### src/rtl/pipelined_cla_addsub_if.sv
// Operand/result stream bundle for the pipelined CLA adder/subtractor.
// slave = the arithmetic core, master = whoever feeds operands and sinks results.
interface pipelined_cla_addsub_if #(
    parameter int WIDTH = 32,
    parameter int TAG_W = 4
);
    logic             in_valid;
    logic             in_ready;
    logic [WIDTH-1:0] in_x;
    logic [WIDTH-1:0] in_y;
    logic             in_cin;
    logic             in_sub;
    logic [TAG_W-1:0] in_tag;

    logic             out_valid;
    logic             out_ready;
    logic [WIDTH-1:0] out_sum;
    logic             out_cout;
    logic             out_ovf;
    logic             out_zero;
    logic [TAG_W-1:0] out_tag;

    modport master (
        output in_valid, in_x, in_y, in_cin, in_sub, in_tag, out_ready,
        input  in_ready, out_valid, out_sum, out_cout, out_ovf, out_zero, out_tag
    );

    modport slave (
        input  in_valid, in_x, in_y, in_cin, in_sub, in_tag, out_ready,
        output in_ready, out_valid, out_sum, out_cout, out_ovf, out_zero, out_tag
    );
endinterface

### src/rtl/pipelined_cla_addsub.sv
// Pipelined segmented CLA adder/subtractor, one SEG_W-bit segment per stage, carry registered between stages.
// Latency: WIDTH/SEG_W cycles, 1 beat/cycle throughput.
// Backpressure: a single advance = !out_valid | out_ready freezes every stage; in_ready = advance.
module pipelined_cla_addsub #(
    parameter int WIDTH = 32,
    parameter int SEG_W = 8,
    parameter int TAG_W = 4
) (
    input logic                   clk,
    input logic                   reset,
    pipelined_cla_addsub_if.slave bus
);
    localparam int NSEG = WIDTH / SEG_W;
    localparam int NR   = (NSEG > 1) ? NSEG - 1 : 1;
    localparam int NG   = SEG_W / 4;

    // Returns carries c[0..SEG_W] of one segment; c[0] is the segment carry-in.
    function automatic logic [SEG_W:0] cla_carries(input logic [SEG_W-1:0] a,
                                                   input logic [SEG_W-1:0] b,
                                                   input logic             cin);
        logic [SEG_W-1:0] g;
        logic [SEG_W-1:0] p;
        logic [NG-1:0]    gg;
        logic [NG-1:0]    gp;
        logic [NG:0]      gc;
        logic [SEG_W:0]   c;
        g = a & b;
        p = a ^ b;
        for (int j = 0; j < NG; j++) begin
            gg[j] = g[4*j+3] | (p[4*j+3] & g[4*j+2]) | (p[4*j+3] & p[4*j+2] & g[4*j+1])
                  | (p[4*j+3] & p[4*j+2] & p[4*j+1] & g[4*j]);
            gp[j] = &p[4*j +: 4];
        end
        gc[0] = cin;
        for (int j = 0; j < NG; j++)
            gc[j+1] = gg[j] | (gp[j] & gc[j]);
        c = '0;
        for (int j = 0; j < NG; j++) begin
            c[4*j]   = gc[j];
            c[4*j+1] = g[4*j] | (p[4*j] & gc[j]);
            c[4*j+2] = g[4*j+1] | (p[4*j+1] & g[4*j]) | (p[4*j+1] & p[4*j] & gc[j]);
            c[4*j+3] = g[4*j+2] | (p[4*j+2] & g[4*j+1]) | (p[4*j+2] & p[4*j+1] & g[4*j])
                     | (p[4*j+2] & p[4*j+1] & p[4*j] & gc[j]);
        end
        c[SEG_W] = gc[NG];
        return c;
    endfunction

    logic advance;

    // Stage inputs: stage 0 from the port, stage k from the register behind stage k-1.
    logic             st_v   [NSEG];
    logic [WIDTH-1:0] st_x   [NSEG];
    logic [WIDTH-1:0] st_y   [NSEG];
    logic             st_c   [NSEG];
    logic [TAG_W-1:0] st_tag [NSEG];

    logic [SEG_W:0]   car [NSEG];
    logic [SEG_W-1:0] seg [NSEG];
    logic [WIDTH-1:0] nx  [NSEG];

    logic             r_v   [NR];
    logic [WIDTH-1:0] r_x   [NR];
    logic [WIDTH-1:0] r_y   [NR];
    logic             r_c   [NR];
    logic [TAG_W-1:0] r_tag [NR];

    logic             o_v;
    logic [WIDTH-1:0] o_sum;
    logic             o_cout;
    logic             o_ovf;
    logic             o_zero;
    logic [TAG_W-1:0] o_tag;

    assign advance      = !o_v || bus.out_ready;
    assign bus.in_ready = advance;

    always_comb begin
        st_v[0]   = bus.in_valid;
        st_x[0]   = bus.in_x;
        st_y[0]   = bus.in_sub ? ~bus.in_y : bus.in_y;
        st_c[0]   = bus.in_sub | bus.in_cin;
        st_tag[0] = bus.in_tag;
        for (int k = 1; k < NSEG; k++) begin
            st_v[k]   = r_v[k-1];
            st_x[k]   = r_x[k-1];
            st_y[k]   = r_y[k-1];
            st_c[k]   = r_c[k-1];
            st_tag[k] = r_tag[k-1];
        end
    end

    // Each stage works on the low segment and rotates its finished slice in at the top,
    // so after NSEG stages the X lane holds the whole sum in natural bit order.
    always_comb begin
        for (int k = 0; k < NSEG; k++) begin
            car[k] = cla_carries(st_x[k][SEG_W-1:0], st_y[k][SEG_W-1:0], st_c[k]);
            seg[k] = st_x[k][SEG_W-1:0] ^ st_y[k][SEG_W-1:0] ^ car[k][SEG_W-1:0];
            nx[k]  = (st_x[k] >> SEG_W) | (WIDTH'(seg[k]) << (WIDTH - SEG_W));
        end
    end

    always_ff @(posedge clk) begin
        if (reset) begin
            for (int k = 0; k < NR; k++) begin
                r_v[k]   <= 1'b0;
                r_x[k]   <= '0;
                r_y[k]   <= '0;
                r_c[k]   <= 1'b0;
                r_tag[k] <= '0;
            end
            o_v    <= 1'b0;
            o_sum  <= '0;
            o_cout <= 1'b0;
            o_ovf  <= 1'b0;
            o_zero <= 1'b0;
            o_tag  <= '0;
        end else if (advance) begin
            for (int k = 0; k < NSEG - 1; k++) begin
                r_v[k]   <= st_v[k];
                r_x[k]   <= nx[k];
                r_y[k]   <= st_y[k] >> SEG_W;
                r_c[k]   <= car[k][SEG_W];
                r_tag[k] <= st_tag[k];
            end
            o_v    <= st_v[NSEG-1];
            o_sum  <= nx[NSEG-1];
            o_cout <= car[NSEG-1][SEG_W];
            o_ovf  <= car[NSEG-1][SEG_W] ^ car[NSEG-1][SEG_W-1];
            o_zero <= (nx[NSEG-1] == '0);
            o_tag  <= st_tag[NSEG-1];
        end
    end

    assign bus.out_valid = o_v;
    assign bus.out_sum   = o_sum;
    assign bus.out_cout  = o_cout;
    assign bus.out_ovf   = o_ovf;
    assign bus.out_zero  = o_zero;
    assign bus.out_tag   = o_tag;
endmodule
### src/flat_wrapper.sv
// flat-port wrapper written by rule: the top's interface ports become plain ports
module pipelined_cla_addsub_flat 
#(
    parameter int WIDTH = 32,
    parameter int SEG_W = 8,
    parameter int TAG_W = 4
)
  (clk, reset, bus_in_valid, bus_in_x, bus_in_y, bus_in_cin, bus_in_sub, bus_in_tag, bus_out_ready, bus_in_ready, bus_out_valid, bus_out_sum, bus_out_cout, bus_out_ovf, bus_out_zero, bus_out_tag);
  pipelined_cla_addsub_if #(.WIDTH(WIDTH), .TAG_W(TAG_W)) bus_i ();
  input logic clk;
  input logic reset;
  input wire logic [$bits(bus_i.in_valid)-1:0] bus_in_valid;
  input wire logic [$bits(bus_i.in_x)-1:0] bus_in_x;
  input wire logic [$bits(bus_i.in_y)-1:0] bus_in_y;
  input wire logic [$bits(bus_i.in_cin)-1:0] bus_in_cin;
  input wire logic [$bits(bus_i.in_sub)-1:0] bus_in_sub;
  input wire logic [$bits(bus_i.in_tag)-1:0] bus_in_tag;
  input wire logic [$bits(bus_i.out_ready)-1:0] bus_out_ready;
  output wire logic [$bits(bus_i.in_ready)-1:0] bus_in_ready;
  output wire logic [$bits(bus_i.out_valid)-1:0] bus_out_valid;
  output wire logic [$bits(bus_i.out_sum)-1:0] bus_out_sum;
  output wire logic [$bits(bus_i.out_cout)-1:0] bus_out_cout;
  output wire logic [$bits(bus_i.out_ovf)-1:0] bus_out_ovf;
  output wire logic [$bits(bus_i.out_zero)-1:0] bus_out_zero;
  output wire logic [$bits(bus_i.out_tag)-1:0] bus_out_tag;
  assign bus_i.in_valid = bus_in_valid;
  assign bus_i.in_x = bus_in_x;
  assign bus_i.in_y = bus_in_y;
  assign bus_i.in_cin = bus_in_cin;
  assign bus_i.in_sub = bus_in_sub;
  assign bus_i.in_tag = bus_in_tag;
  assign bus_i.out_ready = bus_out_ready;
  assign bus_in_ready = bus_i.in_ready;
  assign bus_out_valid = bus_i.out_valid;
  assign bus_out_sum = bus_i.out_sum;
  assign bus_out_cout = bus_i.out_cout;
  assign bus_out_ovf = bus_i.out_ovf;
  assign bus_out_zero = bus_i.out_zero;
  assign bus_out_tag = bus_i.out_tag;
  pipelined_cla_addsub #(.WIDTH(WIDTH), .SEG_W(SEG_W), .TAG_W(TAG_W)) u_core (.clk(clk), .reset(reset), .bus(bus_i));
endmodule
### config.mk
export PLATFORM = sky130hd
export DESIGN_NAME = pipelined_cla_addsub_flat
export DESIGN_NICKNAME = d
export VERILOG_FILES = /design/src/rtl/pipelined_cla_addsub_if.sv /design/src/rtl/pipelined_cla_addsub.sv /design/src/flat_wrapper.sv
export SDC_FILE = /design/constraint.sdc
export NUM_CORES = 1
export LEC_CHECK = 0
export CORE_ASPECT_RATIO = 0.8
export CORE_MARGIN = 2
export CORE_UTILIZATION = 55
export CTS_CLUSTER_SIZE = 16
export DETAILED_ROUTE_END_ITERATION = 8
export PLACE_DENSITY = 0.8
export SLEW_MARGIN = 20
export SYNTH_ARGS = -nofsm -noshare
export SYNTH_HDL_FRONTEND = slang
export SYNTH_SLANG_ARGS = --single-unit
### constraint.sdc
create_clock -name clk -period 9.15 [get_ports clk]
set_input_delay 1.83 -clock clk [delete_from_list [all_inputs] [get_ports clk]]
set_output_delay 1.83 -clock clk [all_outputs]
set_load 0.01 [all_outputs]
==> metrics.txt, run 1 <==
Placement Setup Slack between 3 and 4 ns; Final Max Tran Viols 0; CTS tree yes; post-synth top area share 0.551; DRC Markers 0; post-layout util 0.686; Mean Syn Cell Area 12.5 µm²; CP cell instances clkdlybuf4s50_1 -> nor2b_2 -> buf_4 -> inv_2 -> clkdlybuf4s50_1; Clk pwr share 0.382; FFs w/ async S/R, synth 0; Fmax 179 MHz; layout cells sized above 1 0.0629; Critical Path End Type output pin; CP Max Fanout between 40 and 50; count of nets after finishing 927; Post-synth EDFFs 162; reg2reg end u_core.r_x[0][5]; most crowded layer after global routing met2; post-DP HPWL 10200 µm; clk_lat worst skew 0.49 ns; Inserted Diodes 0; RePlAce Congestion 0.773; Fin. Hold Viols 0; M3 GR Usage 0.0298; PortBufs 114; number of global-route vias before repair 5229; worst reg2reg setup slack around 6 ns; Cell Area, Placed 10100 µm²; Setup Fix Bufs, Post-CTS 0; skew final 0.0134 ns; initial DRC count 269; Setup TNS 0 ns; Die H 117 µm; Reg clk slew, reported paths 0.06 ns; Yosys cell types 50; largest net degree at the start of global routing 119; top area cells in the synthesized netlist edfxtp_1 55%, dfxtp_1 9.1%, and2_1 8.0%; Die Wd 146 µm; Avg WL per Cell 15.0 µm; crit path DAT approximately 3.7 ns; Psw 0.458 mW; Min-Delay Endpoint u_core.bus.out_tag[1]; clk root buf clkbuf_16; ANT nets after route 0; met2 usage 0.314; Worst Hold Depth 2; register share of total power 0.516; Max-slew headroom 0.286; Via density 5.14; period utilization 0.609; # rows 41; Initial Util 0.560; PwrDens between 150 and 200 nW/µm²; Area growth syn-to-layout 22.4%; Hold Startpoint u_core.bus.out_tag[1]; Req. time, crit path ~7.3 ns; # clock sinks 202; Crit Path Class input port to output pin; CP peak stage delay 0.66 ns; crit-path most repeated cell clkdlybuf4s50_1; status complete, no violations; startpoint types input port; post-synthesis register bit count 202; Primary FF master, synth edfxtp_1; initial antenna violation count 0; P_leak 4.36 nW; final setup vio count 0; internal power 1.65 mW; design area 10800 µm²; first-pass GRT wire length 25500 µm; post-route minimum period between 5 and 6 ns; total grt overflow 0; Hold WC Path Type flop to flop; CTS Hold Bufs 0; drt pass-1 iters 5; depth of the most critical reg-to-reg path 6; total global-route track usage 0.185; core area 15700 µm²; Sw Ratio 0.217; Post-Syn Instances 706; slowest CP cell clkdlybuf4s50_1; Max VDD drop 111 µV; CTS Buffer Depth 3; worst-margin pin slew 1.07 ns; via count 5361; Final Total Pwr between 2 and 2.5 mW; R2R Path Start u_core.bus.out_valid; CTS buffer count 20; RSZ-0062 raised after global routing no; register area share after synthesis 0.642; Yosys top cell by area edfxtp_1; Mapped Nets just over 800; # resized after CTS 0; met1 usage 0.252; Comb power frac 0.102; Detailed Route WL 15600 µm; mapped cell area about 8800 µm²; H-tree levels 1; final worst-path setup slack around 3.6 ns; io pins 115; Die Area roughly 17000 µm²; max-cap violations 0; synth warn 0
## layout make-up
cell class              count  area, µm²
inverters                  24       95.1
flip-flops and latches    202       5670
fillers                  1104       4950
clock buffers              23        533
multi-input cells         447       2940
well taps                 215        269
repair buffers            118       1170
clock inverters            13        126
## worst max-delay path by stage
stage	to	startpoint	depth (start not counted)	slack, ns
5_1_grt	bus_in_ready	bus_out_ready	5	3.44
3_5_place_dp	bus_in_ready	bus_out_ready	5	3.57
6_report	bus_in_ready	bus_out_ready	5	3.58
2_1_floorplan	u_core.r_c[0][0]	bus_out_ready	6	3.13
4_1_cts	bus_in_ready	bus_out_ready	5	3.57
3_3_place_gp	bus_in_ready	bus_out_ready	5	3.63
## cells by family (layout without fill, tap and decap cells)
logic type               count (synthesis)  in the layout  share of synthesized area
AND/OR/NAND/NOR                        273            273                      0.158
flip-flops                             202            202                      0.642
AO/OA/AOI/OAI                           84             84                     0.0608
buffers and inverters                   57            178                     0.0255
XOR/XNOR                                50             50                     0.0496
adder cells (fa/ha/maj)                 40             40                     0.0635
## per-layer routing
layer / vias to the layer above / wire length [µm]
li1: 2654 / -
met1: 2522 / 7230
met2: 157 / 7210
met3: 28 / 781
met4: 0 / 384
met5: - / 0
## cells in the final DEF, fill, tap and decap left out, types with 2 or more instances in the layout
cell	instances
a311oi_1	2
a21o_1	6
bufinv_16	2
nand3b_1	2
clkbuf_16	21
dfxtp_1	40
inv_2	2
xor2_1	17
or2_2	2
nand2_1	71
o21a_1	2
o21bai_1	2
xnor2_1	33
clkinv_4	4
nand4_1	2
a211oi_1	3
and3_1	3
clkbuf_1	2
nor3_1	2
edfxtp_1	162
or4_1	2
a31o_1	2
fa_1	8
clkinv_1	6
a211o_1	5
nor4_1	5
o21ai_1	7
ha_1	32
inv_1	20
a21oi_1	45
a21oi_2	2
and2_1	113
nor2_1	61
buf_4	3
clkdlybuf4s50_1	113
## power by group through the flow
stage / Sequential (mW) / Combinational, mW / Clock [mW]
CTS: 1.09 / 0.216 / 0.819
global placement: 1.10 / 0.204 / 0
detailed placement: 1.11 / 0.212 / 0
floorplan: 1.10 / 0.129 / 0
finish: 1.09 / 0.214 / 0.805
global route: 1.09 / 0.238 / 0.858
## worst max-delay path, delay by kind of cell
family	cells	cell delay, ns
buffers and inverters	4	1.86
AND/OR/NAND/NOR	1	0.04
## per-stage QoR
step / hold WS [ns] / instances
2_1_floorplan: 0.433 / 706
3_3_place_gp: 0.443 / 1006
3_5_place_dp: 0.451 / 1006
4_1_cts: 0.458 / 1042
5_1_grt: 0.484 / 1042
6_report: 0.456 / 1042
## registers in the layout, indices dropped and copies added, names as in the netlist, 3 cells and up
name	flops
u_core.r_tag	12
u_core.r_c	3
u_core.bus.out_sum	32
u_core.r_v	3
u_core.bus.out_tag	4
u_core.r_y	48
u_core.r_x	96
## synthesized netlist by cell type (all sizes together) (8+ instances only)
cell type,count
inv,23
xor2,17
o21ai,8
ha,32
dfxtp,40
fa,8
xnor2,33
buf,14
and2,113
a21oi,47
nand2,72
clkbuf,19
edfxtp,162
nor2,62
No activity file was read; power rests on OpenSTA's default activity.
==> run 2, diff against run 1 <==
--- a/config.mk
+++ b/config.mk
@@ -7,10 +7,10 @@
 export LEC_CHECK = 0
 export CORE_ASPECT_RATIO = 0.8
 export CORE_MARGIN = 2
-export CORE_UTILIZATION = 55
+export CORE_UTILIZATION = 50
 export CTS_CLUSTER_SIZE = 16
 export DETAILED_ROUTE_END_ITERATION = 8
-export PLACE_DENSITY = 0.8
+export PLACE_DENSITY = 0.76
 export SLEW_MARGIN = 20
 export SYNTH_ARGS = -nofsm -noshare
 export SYNTH_HDL_FRONTEND = slang
==> constraint.sdc (replaced) <==
create_clock -name clk -period 4.87 [get_ports clk]
set_input_delay 0.974 -clock clk [delete_from_list [all_inputs] [get_ports clk]]
set_output_delay 0.974 -clock clk [all_outputs]
set_load 0.01 [all_outputs]
==> metrics.txt, run 2 (synthesis gave the netlist of run 1 again) <==
crit path DAT 2.59 ns; Critical Path End Type output pin; RSZ-0062 raised after global routing no; clk root buf clkbuf_16; PortBufs 114; Initial Util 0.509; P_leak 4.40 nW; Inserted Diodes 0; Fin. Hold Viols 0; Fmax between 200 and 300 MHz; Max-slew headroom 0.364; PwrDens 367 nW/µm²; largest net degree at the start of global routing 92; RePlAce Congestion 0.800; first-pass GRT wire length around 26000 µm; # rows between 40 and 50; Die Area 18700 µm²; Largest Register u_core.r_x; CP Max Fanout 41; Max VDD drop 195 µV; Reg clk slew, reported paths about 0.060 ns; DRC Markers 0; initial antenna violation count 1; count of nets after finishing 929; skew final 0.0183 ns; period utilization 0.733; ANT nets after route 0; total grt overflow 0; status complete, no violations; commonest non-fill, non-tap cell in the layout edfxtp_1; Via density 5.04; Req. time, crit path 3.90 ns; initial DRC count 273; H-tree levels 1; final setup vio count 0; Hold WC Path Type flop to flop; Placement Setup Slack 1.30 ns; fill cell count 1323; Die H around 120 µm; Crit Path Class input port to output pin; post-DP HPWL roughly 11000 µm; Setup Fix Bufs, Post-CTS 0; CTS Hold Bufs 0; io pins between 100 and 150; number of global-route vias before repair 5313; worst-margin pin slew roughly 0.95 ns; # resized after CTS 0; max-cap violations 0; layout cells sized above 1 0.0651; Setup TNS 0 ns; Detailed Route WL 15200 µm; Die Wd 153 µm; Avg WL per Cell approximately 14 µm; commonest cells after routing, fill and taps aside 162 x edfxtp_1, 113 x and2_1, 113 x clkdlybuf4s50_1, 71 x nand2_1, 61 x nor2_1; CTS tree yes; CTS buffer count 20; # clock sinks around 200; hold_ws ~0.46 ns; CTS Buffer Depth 3; post-route minimum period 3.57 ns; Final Max Tran Viols 0; number of flip-flops in the largest register 96; core area 17300 µm²; clk_lat worst skew 0.49 ns; final worst-path setup slack between 1 and 1.5 ns; drt pass-1 iters 5; startpoint types input port; via count 5308; Area growth syn-to-layout 23.2%; total global-route track usage 0.168
run 2: power breakdown:
group / switching [mW] / internal (mW)
Combinational: 0.193 / 0.210
Sequential: 0.0466 / 2.00
Clock: 0.610 / 0.938
run 2: final timing paths:
kind / from / endpoint / slack [ns] / depth (start not counted)
worst max-delay path: bus_out_ready / bus_in_ready / 1.30 / 4
worst min-delay path: u_core.bus.out_sum[23] / u_core.bus.out_sum[23] / 0.46 / 2
worst max register to register: u_core.r_y[0][48] / u_core.bus.out_zero / 1.80 / 10
worst min register to register: u_core.bus.out_sum[23] / u_core.bus.out_sum[23] / 0.46 / 2
run 2: cell type report:
type | instances | area (µm²) | share of cell area
flip-flops and latches | 202 | 5670 | 0.521
multi-input cells | 447 | 2940 | 0.271
clock buffers | 26 | 576 | 0.0529
clock inverters | 10 | 95.1 | 0.00875
well taps | 225 | 282 | 0.0259
repair buffers | 120 | 1220 | 0.112
inverters | 24 | 93.8 | 0.00863
run 2: layer usage:
metal	GRT usage	routed length [µm]	up-vias
li1	-	-	2647
met2	0.264	6780	186
met4	0.0440	348	2
met5	0	13	-
met3	0.0335	864	31
met1	0.244	7170	2442
run 2: worst max-delay path: stages:
cell             delay, ns
clkdlybuf4s50_1       0.47
nor2b_2               0.05
inv_2                 0.45
clkdlybuf4s50_1       0.65
run 2: per-stage QoR:
| step | instances | util | cell area (µm²) | power, mW |
|---|---|---|---|---|
| 3_3_place_gp | 1018 | 0.589 | 10200 | 2.47 |
| 2_1_floorplan | 706 | - | 8830 | 2.31 |
| 4_1_cts | 1054 | 0.628 | 10900 | 4.02 |
| 3_5_place_dp | 1018 | 0.589 | 10200 | 2.48 |
| 5_1_grt | 1054 | 0.628 | 10900 | 4.16 |
| 6_report | 1054 | 0.628 | 10900 | 3.99 |
